**src/rtl/alu_acc_sequencer_pkg.sv**
```systemverilog
// Shared opcodes, FSM state encoding and defaults for the ALU accumulator/sequencer.
package alu_acc_sequencer_pkg;

   localparam int ALU_LAT_DEF = 1;

   // ALU-native mux selects (0-7, 9); 8 and 10-15 are decoded locally by the sequencer.
   localparam logic [3:0] OP_AND   = 4'd0;
   localparam logic [3:0] OP_NOT_A = 4'd1;
   localparam logic [3:0] OP_NOT_B = 4'd2;
   localparam logic [3:0] OP_OR    = 4'd3;
   localparam logic [3:0] OP_NOR   = 4'd4;
   localparam logic [3:0] OP_NAND  = 4'd5;
   localparam logic [3:0] OP_XOR   = 4'd6;
   localparam logic [3:0] OP_XNOR  = 4'd7;
   localparam logic [3:0] OP_RSVD  = 4'd8;
   localparam logic [3:0] OP_ADD   = 4'd9;
   localparam logic [3:0] OP_NOOP  = 4'd10;
   localparam logic [3:0] OP_CLEAR = 4'd11;
   localparam logic [3:0] OP_LOAD  = 4'd12;
   localparam logic [3:0] OP_SHL   = 4'd13;
   localparam logic [3:0] OP_SHR   = 4'd14;
   localparam logic [3:0] OP_SUB   = 4'd15;

   typedef enum logic [1:0] {
      ST_IDLE  = 2'd0,
      ST_ISSUE = 2'd1,
      ST_WAIT  = 2'd2,
      ST_RESP  = 2'd3
   } seq_state_e;

   function automatic logic is_alu_op(input logic [3:0] op);
      return (op <= OP_XNOR) || (op == OP_ADD) || (op == OP_SUB);
   endfunction

endpackage

```
**src/rtl/alu_acc_sequencer_shifter.sv**
```systemverilog
// Combinational logical shifter; out_bit is the last bit shifted out (0 for amount 0).
module alu_acc_sequencer_shifter #(
   parameter int WIDTH = 16
) (
   input  logic [WIDTH-1:0] data,
   input  logic [3:0]       amt,
   input  logic             dir,
   output logic [WIDTH-1:0] shifted,
   output logic             out_bit
);

   logic [WIDTH:0] l_ext;
   logic [WIDTH:0] r_ext;

   // One guard bit on each side catches the final bit that falls off the end.
   always_comb begin
      l_ext   = {1'b0, data} << amt;
      r_ext   = {data, 1'b0} >> amt;
      shifted = dir ? r_ext[WIDTH:1] : l_ext[WIDTH-1:0];
      out_bit = dir ? r_ext[0] : l_ext[WIDTH];
   end

endmodule

```
**src/rtl/alu_acc_sequencer.sv**
```systemverilog
// Command sequencer wrapped around the external 16-bit ALU: drives its operands,
// captures its result into the accumulator/flags and handles the local ops itself.
//
//  state    | meaning
//  ---------+-----------------------------------------------------------
//  ST_IDLE  | cmd_ready=1; local ops complete on the accept edge
//  ST_ISSUE | alu_* hold the command; ALU registers sample at the end
//  ST_WAIT  | ALU_LAT cycles; last cycle captures alu_result into acc
//  ST_RESP  | res_valid=1; held until res_ready
module alu_acc_sequencer
   import alu_acc_sequencer_pkg::*;
#(
   parameter int WIDTH   = 16,
   parameter int ALU_LAT = ALU_LAT_DEF
) (
   input  logic             clk,
   input  logic             rst_n,
   input  logic             cmd_valid,
   output logic             cmd_ready,
   input  logic [3:0]       cmd_op,
   input  logic [WIDTH-1:0] cmd_data,
   output logic [3:0]       alu_opcode,
   output logic [WIDTH-1:0] alu_a,
   output logic [WIDTH-1:0] alu_b,
   output logic             alu_sub,
   input  logic [WIDTH-1:0] alu_result,
   input  logic             alu_error,
   output logic             res_valid,
   input  logic             res_ready,
   output logic [WIDTH-1:0] acc,
   output logic             flag_z,
   output logic             flag_n,
   output logic             flag_v
);

   localparam int CNT_W = (ALU_LAT > 1) ? $clog2(ALU_LAT) : 1;

   seq_state_e       state_q, state_d;
   logic [CNT_W-1:0] cnt_q, cnt_d;
   logic [3:0]       alu_opcode_q, alu_opcode_d;
   logic [WIDTH-1:0] alu_a_q, alu_a_d;
   logic [WIDTH-1:0] alu_b_q, alu_b_d;
   logic             alu_sub_q, alu_sub_d;
   logic [WIDTH-1:0] acc_q, acc_d;
   logic             flag_z_q, flag_z_d;
   logic             flag_n_q, flag_n_d;
   logic             flag_v_q, flag_v_d;

   logic [WIDTH-1:0] acc_new;
   logic             v_new;
   logic             acc_wr;
   logic [WIDTH-1:0] shift_res;
   logic             shift_out;

   alu_acc_sequencer_shifter #(
      .WIDTH (WIDTH)
   ) u_shifter (
      .data    (acc_q),
      .amt     (cmd_data[3:0]),
      .dir     (cmd_op == OP_SHR),
      .shifted (shift_res),
      .out_bit (shift_out)
   );

   always_comb begin
      state_d      = state_q;
      cnt_d        = cnt_q;
      alu_opcode_d = alu_opcode_q;
      alu_a_d      = alu_a_q;
      alu_b_d      = alu_b_q;
      alu_sub_d    = alu_sub_q;
      acc_new      = acc_q;
      v_new        = flag_v_q;
      acc_wr       = 1'b0;

      case (state_q)
         ST_IDLE: begin
            if (cmd_valid) begin
               if (is_alu_op(cmd_op)) begin
                  state_d      = ST_ISSUE;
                  alu_a_d      = acc_q;
                  alu_b_d      = cmd_data;
                  alu_opcode_d = (cmd_op == OP_SUB) ? OP_ADD : cmd_op;
                  alu_sub_d    = (cmd_op == OP_SUB);
               end else begin
                  state_d = ST_RESP;
                  case (cmd_op)
                     OP_CLEAR: begin
                        acc_new = '0;
                        v_new   = 1'b0;
                        acc_wr  = 1'b1;
                     end
                     OP_LOAD: begin
                        acc_new = cmd_data;
                        v_new   = 1'b0;
                        acc_wr  = 1'b1;
                     end
                     OP_SHL, OP_SHR: begin
                        acc_new = shift_res;
                        v_new   = shift_out;
                        acc_wr  = 1'b1;
                     end
                     default: ;
                  endcase
               end
            end
         end
         ST_ISSUE: begin
            state_d = ST_WAIT;
            cnt_d   = CNT_W'(ALU_LAT - 1);
         end
         ST_WAIT: begin
            if (cnt_q == '0) begin
               state_d = ST_RESP;
               acc_new = alu_result;
               // Only the adder produces a meaningful error; logic ops clear V.
               v_new   = (alu_opcode_q == OP_ADD) ? alu_error : 1'b0;
               acc_wr  = 1'b1;
            end else begin
               cnt_d = cnt_q - 1'b1;
            end
         end
         ST_RESP: begin
            if (res_ready) begin
               state_d = ST_IDLE;
            end
         end
         default: state_d = ST_IDLE;
      endcase

      acc_d    = acc_q;
      flag_z_d = flag_z_q;
      flag_n_d = flag_n_q;
      flag_v_d = flag_v_q;
      if (acc_wr) begin
         acc_d    = acc_new;
         flag_z_d = (acc_new == '0);
         flag_n_d = acc_new[WIDTH-1];
         flag_v_d = v_new;
      end
   end

   always_ff @(posedge clk or negedge rst_n) begin
      if (!rst_n) begin
         state_q      <= ST_IDLE;
         cnt_q        <= '0;
         alu_opcode_q <= '0;
         alu_a_q      <= '0;
         alu_b_q      <= '0;
         alu_sub_q    <= 1'b0;
         acc_q        <= '0;
         flag_z_q     <= 1'b1;
         flag_n_q     <= 1'b0;
         flag_v_q     <= 1'b0;
      end else begin
         state_q      <= state_d;
         cnt_q        <= cnt_d;
         alu_opcode_q <= alu_opcode_d;
         alu_a_q      <= alu_a_d;
         alu_b_q      <= alu_b_d;
         alu_sub_q    <= alu_sub_d;
         acc_q        <= acc_d;
         flag_z_q     <= flag_z_d;
         flag_n_q     <= flag_n_d;
         flag_v_q     <= flag_v_d;
      end
   end

   assign cmd_ready  = (state_q == ST_IDLE);
   assign res_valid  = (state_q == ST_RESP);
   assign alu_opcode = alu_opcode_q;
   assign alu_a      = alu_a_q;
   assign alu_b      = alu_b_q;
   assign alu_sub    = alu_sub_q;
   assign acc        = acc_q;
   assign flag_z     = flag_z_q;
   assign flag_n     = flag_n_q;
   assign flag_v     = flag_v_q;

endmodule
```
**config.mk**
```make
export PLATFORM = sky130hd
export DESIGN_NAME = alu_acc_sequencer
export DESIGN_NICKNAME = d
export VERILOG_FILES = /design/src/rtl/alu_acc_sequencer_pkg.sv /design/src/rtl/alu_acc_sequencer_shifter.sv /design/src/rtl/alu_acc_sequencer.sv
export SDC_FILE = /design/constraint.sdc
export NUM_CORES = 1
export LEC_CHECK = 0
export CAP_MARGIN = 20
export CORE_MARGIN = 3
export CORE_UTILIZATION = 52
export CTS_CLUSTER_DIAMETER = 150
export CTS_CLUSTER_SIZE = 40
export DETAILED_ROUTE_END_ITERATION = 12
export PLACE_DENSITY = 0.78
export RECOVER_POWER = 50
export SLEW_MARGIN = 20
export SYNTH_ARGS = -nofsm -noshare
export SYNTH_HDL_FRONTEND = slang
export SYNTH_SLANG_ARGS = --single-unit
```
**constraint.sdc**
```tcl
create_clock -name clk -period 2.95 [get_ports clk]
set_input_delay 0.885 -clock clk [delete_from_list [all_inputs] [get_ports clk]]
set_output_delay 0.885 -clock clk [all_outputs]
set_load 0.05 [all_outputs]
```
==> flow_metrics.py, run 1 <==
metrics = {
    "worst_setup_path": {
        "path_cells": "buf_8 > buf_12 > buf_4 > mux4_2 > a22oi_1 > nor2_1 > nor4_2 > buf_4 > o21bai_1 > nor4_2 > a32o_1",
        "cp.required_ps": 3230,
        "r2r_start": "state_q[1]$_DFFE_PN0P_",
        "criticalPathCategory": "in -> reg",
        "crit_start": "cmd_data[2]",
        "slowest_delay_ps": 510,
        "cp-end-kind": "flip-flop",
        "cp.arrival_ps": 3310,
        "reg2reg_slack_ps": 70,
        "crit_slowest_cell": "mux4_2",
        "ff2ff_path_depth": 8,
        "cp-start-kind": "input port",
        "r2r-end": "flag_z$_DFFE_PN1P_",
        "crit_fanout": 8,
        "setup.worst_path.end": "flag_z$_DFFE_PN1P_",
    },
    "yosys": {
        "yosys_warnings": 0,
        "ys_types": 72,
        "synthMostInstantiatedCell": "dfrtp_1",
        "synth.area.top_cells": "dfrtp_1 (30%), mux2_2 (12%), mux2i_1 (6.0%)",
        "yosys.area.top_type": "dfrtp_1",
        "synth_edf_count": 0,
        "synthCells": 532,
        "syn_nets": 576,
        "synth.top_cell.area_share_pct": 29.8,
        "synth-seq-cells": 57,
        "synth_xor_area_share_pct": 0.373,
        "synthAdderAreaFrac_pct": 0.799,
        "yosysSeqAreaShare_pct": 30.4,
        "muxShareOfSynthArea_pct": 22.3,
        "synth_async_sr_flop_share_pct": 100,
        "synth.avg_cell_area_um2": 8.83,
        "synth_top_cells_by_count": "dfrtp_1 (56), nand2_1 (53), mux2_2 (49)",
        "synthSimpleGateAreaFrac_pct": 17.5,
        "synth_area_mm2": 0.00470,
        "synth_compound_area_share_pct": 21.4,
        "ys.flop_type": "dfrtp_1",
        "synth_top_family_by_area": "multiplexers",
    },
    "global_route": {
        "grt_first_pass_wirelength_mm": 32.6,
        "grt_overflow": 0,
        "grt_max_degree": 35,
        "antenna_found_initial": 0,
        "first_global_vias": 5859,
        "grt_util_all_layers_pct": 42.0,
    },
    "floorplanning": {
        "core.rowCount": 34,
        "dieArea_mm2": 0.0102,
        "die_w_um": 101,
        "ios": 99,
        "coreArea_mm2": 0.00876,
        "start_util_pct": 53.6,
        "die_h_um": 101,
    },
    "timing": {
        "slew_viol_final": 35,
        "setup_slack_ps": -75.8,
        "finalSetupViolCount": 1,
        "finalClockSkew_ps": 5.89,
        "tightestPinTransition_ps": 1910,
        "post-route-min-period_ps": 3030,
        "hold_slack_ps": 506,
        "max_freq_mhz": 330,
        "post-route-period-util_pct": 103,
        "hold_viol": 0,
        "slew-limit-headroom_pct": -27.0,
    },
    "pwr": {
        "leakage_nw": 3.09,
        "ir_drop_mv": 0.932,
        "pwr_density_cell_mw_per_mm2": 1080,
    },
    "run_status": {
        "status": "complete, but fails checks",
        "failed_checks": "max-capacitance violations, max-slew violations, negative setup slack",
    },
    "place": {
        "routabilityCongestion": 1.13,
        "hpwl_mm": 15.6,
        "io_buffer_count": 98,
        "pre_cts_ws_ps": -779,
    },
    "detailed_routing": {
        "ant_nets": 0,
        "drt_iter0_drc": 886,
        "num_vias": 5922,
        "wl_per_cell_um": 24.9,
        "first_pass_iters": 6,
        "via_per_inst": 6.85,
        "routed_wl_mm": 21.5,
        "drc_errors": 0,
    },
    "clock_tree": {
        "cts_tree": "done",
        "clk_latency_ps": 340,
        "clock_sinks": 57,
        "clockBufferDepth": 2,
        "htree_num_levels": 3,
        "cts_made_buffers": 9,
        "root_buffer": "clkbuf_8",
        "clk_pin_slew_ps": 70,
    },
    "job": {
        "maxCapViolCount": 1,
    },
    "cells_and_area": {
        "area_delta_synth_final_pct": 51.8,
        "nets": 797,
        "diodes": 0,
        "post-route-util_pct": 81.4,
        "layout-drive-gt1-share_pct": 36.1,
    },
    "hold_path": {
        "worstHoldStart": "alu_a[11]$_DFFE_PN0P_",
        "hold_path.class": "reg -> reg",
    },
}
## cell families after synthesis
family | Yosys count
simple gates | 168
fa+ha+maj | 3
flops | 57
mux | 87
xor+xnor | 2
compound gates | 142
buf+inv | 73
## how the worst min path moves through the flow
| stage | to | slack, ps | cells after the start |
|---|---|---|---|
| 4_1_cts | alu_a[2]$_DFFE_PN0P_ | 510 | 1 |
| 3_5_place_dp | alu_a[7]$_DFFE_PN0P_ | 500 | 1 |
| 6_report | alu_a[11]$_DFFE_PN0P_ | 510 | 1 |
| 2_1_floorplan | state_q[0]$_DFFE_PN0P_ | 560 | 2 |
| 3_3_place_gp | alu_a[11]$_DFFE_PN0P_ | 490 | 1 |
| 5_1_grt | alu_a[2]$_DFFE_PN0P_ | 520 | 1 |
## sequential cells by signal, indices dropped and copies added, names as in the netlist
| signal | cells |
|---|---|
| acc | 16 |
| alu_a | 16 |
| alu_b | 16 |
| alu_opcode | 4 |
| alu_sub | 1 |
| flag_v | 1 |
| flag_z | 1 |
| state_q | 2 |
## cells in the final DEF (no fill, tap or decap), types with 7 or more instances in the layout
cell type / synthesis / routed
clkbuf_8: 0 / 10
a22oi_1: 14 / 13
buf_4: 3 / 154
nand4_1: 9 / 9
mux2_2: 49 / 49
nand3_1: 13 / 12
nand2_1: 53 / 52
clkdlybuf4s50_1: 0 / 87
nor2b_1: 7 / 7
o21ai_0: 37 / 33
a21oi_1: 18 / 17
nor3_1: 13 / 12
inv_1: 16 / 16
mux2i_1: 28 / 22
nand2b_1: 8 / 7
dfrtp_1: 56 / 56
mux4_2: 9 / 9
nor2_1: 37 / 36
## through the flow
stage / cell area [um^2] / power, W / std cells / TNS [ps]
6_report: 7130 / 0.00773 / 865 / -75.8
5_1_grt: 7130 / 0.00799 / 865 / -69.7
4_1_cts: 7040 / 0.00745 / 859 / 0
3_5_place_dp: 6720 / 0.00673 / 834 / -3590
3_3_place_gp: 6720 / 0.00663 / 834 / -3220
2_1_floorplan: 4700 / 0.00451 / 532 / 0
## timing repair
action	4_1_cts	5_1_grt
hold buffers	0	0
cloned	1	0
setup endpoints to repair	4	2
gates resized for setup	58	16
setup buffers	9	6
pin swaps	10	12
## area by class of cell
cell class                      count  area, um^2
Clock buffer                       11         141
Clock inverter                      4        20.0
Fill cell                         525        1630
Inverter                           17        66.3
Multi-Input combinational cell    402        3050
Sequential cell                    57        1430
Tap cell                          108         135
Timing Repair Buffer              266        2290
## metal layers
metal / vias to the layer above / GRT usage [%] / wire length (um)
li1: 2431 / - / -
met1: 2786 / 53.9 / 7640
met2: 542 / 64.4 / 9530
met3: 163 / 12.0 / 2920
met4: 0 / 21.6 / 1450
met5: - / 0 / 0
## where the power goes
part	switching (W)	internal [W]	total (W)
Sequential	0.000525	0.00116	0.00168
Clock	0.000328	0.000317	0.000645
Combinational	0.00320	0.00220	0.00540
## critical path, delay by kind of cell
kind	cells	cell delay [ps]
buffers and inverters	4	500
multiplexers	1	510
AND/OR/NAND/NOR	3	750
AO/OA/AOI/OAI	3	650
Note: power is estimated with default switching activity, not from simulation.
==> run 2: changes to the inputs <==
CTS_CLUSTER_DIAMETER = default   (was 150)
clock period = 3.4 ns   (was 2.95 ns; I/O delays follow)
==> run 2 against run 1 <==
The run now ends clean. Design area down 3.8%. Clock skew up 8.5 ps. Sequential cell count unchanged. Clock power up 18%. Clock-buffer cell count down 2. Setup slack better by 96 ps. Register-to-register slack better by 320 ps. Final cell count down 3.9%. Total power down 14%. Routed wire length down 0.28%. Largest power group unchanged. Critical path depth up 1. Non-clock buffer count down 36.
==> flow_metrics.py, run 2 (synthesis results as in run 1) <==
metrics = {
    "run_status": {
        "status": "finished, final reports clean",
    },
    "global_route": {
        "grt_util_all_layers_pct": 41.7,
        "grt_max_degree": 39,
        "grt_overflow": 0,
        "first_global_vias": 5790,
        "antenna_found_initial": 0,
        "grt_first_pass_wirelength_mm": 32.2,
    },
    "hold_path": {
        "hold_path.class": "reg -> reg",
        "whs_path_depth": 1,
    },
    "timing": {
        "slew_viol_final": 0,
        "setup_slack_ps": 20.1,
        "finalClockSkew_ps": 14.3,
        "finalSetupViolCount": 0,
        "fin_setup_tns_ps": 0,
        "max_freq_mhz": 296,
        "post-route-period-util_pct": 99.4,
        "tightestPinTransition_ps": 1170,
        "slew-limit-headroom_pct": 22.0,
        "hold_viol": 0,
        "post-route-min-period_ps": 3380,
    },
    "detailed_routing": {
        "via_per_inst": 6.97,
        "first_pass_iters": 6,
        "ant_nets": 0,
        "drc_errors": 0,
        "drt_iter0_drc": 778,
        "routed_wl_mm": 21.5,
        "wl_per_cell_um": 25.9,
        "num_vias": 5789,
    },
    "place": {
        "hpwl_mm": 15.2,
        "pre_cts_ws_ps": -434,
        "postPlaceCellArea_mm2": 0.00657,
        "place_inst": 811,
        "routabilityCongestion": 1.03,
        "io_buffer_count": 98,
    },
    "floorplanning": {
        "die_h_um": 101,
        "start_util_pct": 53.6,
        "dieArea_mm2": 0.0102,
        "ios": 99,
        "die_w_um": 101,
        "core.rowCount": 34,
        "coreArea_mm2": 0.00876,
    },
    "clock_tree": {
        "root_buffer": "clkbuf_8",
        "postCtsHoldBufs": 0,
        "cts_tree": "done",
        "htree_num_levels": 3,
        "clk_pin_slew_ps": 80,
        "cts_made_buffers": 9,
        "clk_latency_ps": 370,
        "clockBufferDepth": 2,
        "clock_sinks": 57,
    },
    "worst_setup_path": {
        "path_buf_inv": 4,
        "cp-end-kind": "flip-flop",
        "path_cells": "clkdlybuf4s50_1 > buf_4 > and4b_1 > nor2_1 > buf_4 > nand3_1 > nand4_1 > a221oi_1 > a21oi_1 > nor4_1 > buf_4 > a32o_1",
        "cp.arrival_ps": 3690,
        "cp_top_family": "buffers and inverters",
        "criticalPathCategory": "in -> reg",
        "crit_top_cell": "buf_4",
        "cp.required_ps": 3710,
        "crit_fanout": 8,
        "slowest_delay_ps": 490,
        "cp.depth": 12,
        "crit_slowest_cell": "clkdlybuf4s50_1",
        "ff2ff_path_depth": 11,
        "cp-start-kind": "input port",
    },
    "pwr": {
        "leakage_nw": 2.96,
        "sw_frac_of_total_pct": 52.7,
        "ir_drop_mv": 0.889,
        "intPower_w": 0.00315,
        "seqPwrFrac_pct": 23.7,
        "pwr_density_cell_mw_per_mm2": 971,
        "switching_power_w": 0.00351,
        "share_comb_of_total_power_pct": 64.8,
        "power.share.clock_pct": 11.4,
        "power_w": 0.00666,
    },
    "cells_and_area": {
        "nets": 762,
        "final_area_mm2": 0.00686,
        "area_delta_synth_final_pct": 46.0,
        "n_fill_cell": 577,
        "layout_common_cells": "buf_4 (121), clkdlybuf4s50_1 (90), dfrtp_1 (56)",
        "layout-drive-gt1-share_pct": 30.0,
        "layout_commonest_cell": "buf_4",
        "diodes": 0,
        "instances_no_fill": 831,
    },
    "job": {
        "maxCapViolCount": 0,
    },
}
## run 2: area by class of cell
class	count	area, um^2	area share (%)
Sequential cell	57	1430	20.8
Clock buffer	9	124	1.81
Clock inverter	7	103	1.50
Multi-Input combinational cell	403	2990	43.5
Tap cell	108	135	1.97
Inverter	17	63.8	0.930
Timing Repair Buffer	230	2020	29.5
## run 2: per-layer routing
metal	global-route usage, %	up-vias	part of all wire (%)
met5	0	-	0
met4	24.1	0	6.6
met3	11.3	144	12
met2	65.1	531	45
met1	51.7	2738	36
li1	-	2376	-
## run 2: repair_timing
item	CTS	global route
buffers inserted	0	2
setup endpoints to repair	1	1
gates resized for setup	2	17
pin swaps	0	8
gates cloned	0	2
endpoints found under the hold margin	0	0
## run 2: worst register-to-register path: stages, from the launching register on
cell and delay, ps:
dfrtp_1 450, inv_1 90, ha_1 210, nor2_1 520
clkbuf_1 390, a222oi_1 190, buf_4 190, a32o_1 260
nor2_1 170, nor4_1 90, buf_4 160, a32o_1 250
## run 2: metrics by stage
step                      hold WS (ps)  util, %
after floorplan                    557        -
after global placement             488     75.0
after detailed placement           494     75.0
after CTS                          513     77.7
after global routing               523     78.3
final                              510     78.3
## run 2: final timing paths
check / endpoint / start / slack, ps
worst max-delay path: flag_z$_DFFE_PN1P_ / cmd_op[3] / 20
worst min register to register: alu_b[2]$_DFFE_PN0P_ / alu_b[2]$_DFFE_PN0P_ / 510
min in group asynchronous: state_q[1]$_DFFE_PN0P_ / rst_n / 860
worst min-delay path: alu_b[2]$_DFFE_PN0P_ / alu_b[2]$_DFFE_PN0P_ / 510
max in group asynchronous: acc[5]$_DFFE_PN0P_ / rst_n / 980
worst max register to register: flag_z$_DFFE_PN1P_ / state_q[1]$_DFFE_PN0P_ / 390
## run 2: power groups by stage
stage          Clock [W]  Combinational [W]  Sequential (W)
6_report        0.000763            0.00432         0.00158
5_1_grt         0.000794            0.00451         0.00158
4_1_cts         0.000765            0.00424         0.00152
3_5_place_dp           0            0.00419         0.00153
3_3_place_gp           0            0.00410         0.00150
2_1_floorplan          0            0.00161         0.00231
==> run 3: changes to the inputs <==
CORE_MARGIN = 2   (was 3)
SKIP_LAST_GASP = 1   (was default)
==> run 3 against run 2 <==
The run now ends with max-capacitance violations, max-slew violations, negative setup slack left. Routed wire length is 0.77% lower. Sequential cell count did not move. Non-clock buffer count up 11. Total power is 0.62% higher. Sequential power down 3%. First-iteration DRC count grew 6.2%. Setup slack worse by 51 ps. Global-route usage rose by 1.9 points. Critical path depth is 1 lower. Combinational power up 3%. Register-to-register slack lost 30 ps. Critical endpoint unchanged. Largest power group unchanged. Highest routed layer unchanged.
==> flow_metrics.py, run 3 (synthesis results as in run 1) <==
metrics = {
    "timing": {
        "finalSetupViolCount": 1,
        "finalClockSkew_ps": 8.11,
        "hold_viol": 0,
        "setup_slack_ps": -30.7,
        "max_freq_mhz": 291,
        "slew-limit-headroom_pct": -52.0,
        "post-route-min-period_ps": 3430,
        "slew_viol_final": 40,
        "post-route-period-util_pct": 101,
        "tightestPinTransition_ps": 2280,
        "hold_slack_ps": 508,
    },
    "detailed_routing": {
        "wl_per_cell_um": 25.3,
        "drc_errors": 0,
        "ant_nets": 0,
        "routed_wl_mm": 21.3,
        "first_pass_iters": 12,
        "num_vias": 5843,
        "via_per_inst": 6.94,
        "drt_iter0_drc": 826,
    },
    "worst_setup_path": {
        "crit_slowest_cell": "o31ai_1",
        "cp-end-kind": "flip-flop",
        "criticalPathCategory": "in -> reg",
        "cp.arrival_ps": 3700,
        "slowest_delay_ps": 420,
        "crit_start": "cmd_op[2]",
        "crit_fanout": 8,
        "path_cells": "dlygate4sd2_1 > nand3b_1 > a21oi_4 > buf_12 > buf_4 > nor2_1 > o31ai_1 > o31a_1 > o21bai_1 > nor4_4 > a32o_2",
        "r2r-end": "flag_z$_DFFE_PN1P_",
        "ff2ff_path_depth": 9,
        "cp.required_ps": 3670,
        "cp-start-kind": "input port",
        "r2r_start": "state_q[0]$_DFFE_PN0P_",
        "reg2reg_slack_ps": 360,
        "setup.worst_path.end": "flag_z$_DFFE_PN1P_",
    },
    "global_route": {
        "grt_overflow": 0,
        "first_global_vias": 5932,
        "grt_first_pass_wirelength_mm": 33.1,
        "grt_util_all_layers_pct": 43.6,
        "grt_max_degree": 40,
        "antenna_found_initial": 0,
    },
    "place": {
        "routabilityCongestion": 0.999,
        "hpwl_mm": 15.1,
        "postPlaceCellArea_mm2": 0.00659,
        "io_buffer_count": 98,
    },
    "floorplanning": {
        "dieArea_mm2": 0.00981,
        "start_util_pct": 53.9,
        "ios": 99,
        "core.rowCount": 34,
        "die_w_um": 99.1,
        "coreArea_mm2": 0.00872,
        "die_h_um": 99.1,
    },
    "clock_tree": {
        "clk_pin_slew_ps": 70,
        "cts_made_buffers": 9,
        "cts_tree": "done",
        "clk_latency_ps": 340,
        "postCtsHoldBufs": 0,
        "root_buffer": "clkbuf_8",
        "clockBufferDepth": 2,
        "clock_sinks": 57,
        "htree_num_levels": 3,
    },
    "cells_and_area": {
        "layout_commonest_cell": "buf_4",
        "nets": 773,
        "diodes": 0,
        "final_area_mm2": 0.00691,
        "area_delta_synth_final_pct": 47.2,
        "layout_common_cells": "buf_4 (131), clkdlybuf4s50_1 (90), dfrtp_1 (56)",
        "layout-drive-gt1-share_pct": 31.2,
    },
    "run_status": {
        "failed_checks": "max-capacitance violations, max-slew violations, negative setup slack",
        "status": "complete, but fails checks",
    },
    "pwr": {
        "pwr_density_cell_mw_per_mm2": 970,
        "leakage_nw": 3.00,
        "ir_drop_mv": 0.841,
    },
    "hold_path": {
        "hold_path.class": "reg -> reg",
    },
    "job": {
        "maxCapViolCount": 1,
    },
}
## run 3: cell types whose count changed in the layout (fill, tap and decap cells not counted), sizes merged
| cell | before | now |
|---|---|---|
| clkdlybuf4s25 | 1 | 0 |
| clkbuf | 17 | 18 |
| clkinv | 2 | 3 |
| dlymetal6s2s | 5 | 1 |
| dlygate4sd2 | 0 | 4 |
| clkinvlp | 1 | 0 |
| buf | 126 | 139 |
| inv | 19 | 17 |
## run 3: report_power, final
part	switching [W]	total [W]	internal (W)
Combinational	0.00267	0.00444	0.00177
Clock	0.000302	0.000734	0.000432
Sequential	0.000527	0.00153	0.00100
## run 3: routing by layer
metal | GRT usage (%) | wire (um)
met5 | 0 | 0
met4 | 22.8 | 1480
met3 | 13.1 | 2800
met2 | 67.6 | 9310
met1 | 55.0 | 7730
## run 3: worst min-delay path by stage
stage	from	end	cells past startpoint
floorplan	state_q[0]$_DFFE_PN0P_	state_q[0]$_DFFE_PN0P_	2
global placement	alu_b[0]$_DFFE_PN0P_	alu_b[0]$_DFFE_PN0P_	1
detailed placement	alu_a[0]$_DFFE_PN0P_	alu_a[0]$_DFFE_PN0P_	1
CTS	alu_a[0]$_DFFE_PN0P_	alu_a[0]$_DFFE_PN0P_	1
global route	alu_a[4]$_DFFE_PN0P_	alu_a[4]$_DFFE_PN0P_	1
finish	alu_a[0]$_DFFE_PN0P_	alu_a[0]$_DFFE_PN0P_	1
## run 3: repair_timing
item | 4_1_cts | 5_1_grt
gates resized for setup | 18 | 8
setup buffers | 8 | 1
gates cloned | 1 | 0
pin swaps | 11 | 4
setup endpoints to repair | 1 | 1
## run 3: final cells by class
type / count / area (um^2)
well taps: 108 / 135
fillers: 553 / 1810
repair buffers: 241 / 2070
flip-flops and latches: 57 / 1430
clock buffers: 11 / 141
inverters: 17 / 63.8
multi-input cells: 403 / 3000
clock inverters: 5 / 78.8
## run 3: worst max-delay path, delay by kind of cell
family                 cells  cell delay (ps)
AOI/OAI and AO/OA          5             1560
and+or+nand+nor            3              530
buffers and inverters      3              580
## run 3: stage by stage
step | util [%] | power (W) | TNS (ps) | instances | worst slack, ps
detailed placement | 75.5 | 0.00572 | -1060 | 816 | -431
global placement | 75.5 | 0.00562 | -778 | 816 | -355
finish | 79.3 | 0.00670 | -30.7 | 842 | -30.7
global route | 79.3 | 0.00689 | -7.27 | 842 | -7.27
CTS | 79.5 | 0.00653 | 0 | 841 | 5.94
floorplan | - | 0.00392 | 0 | 532 | 356
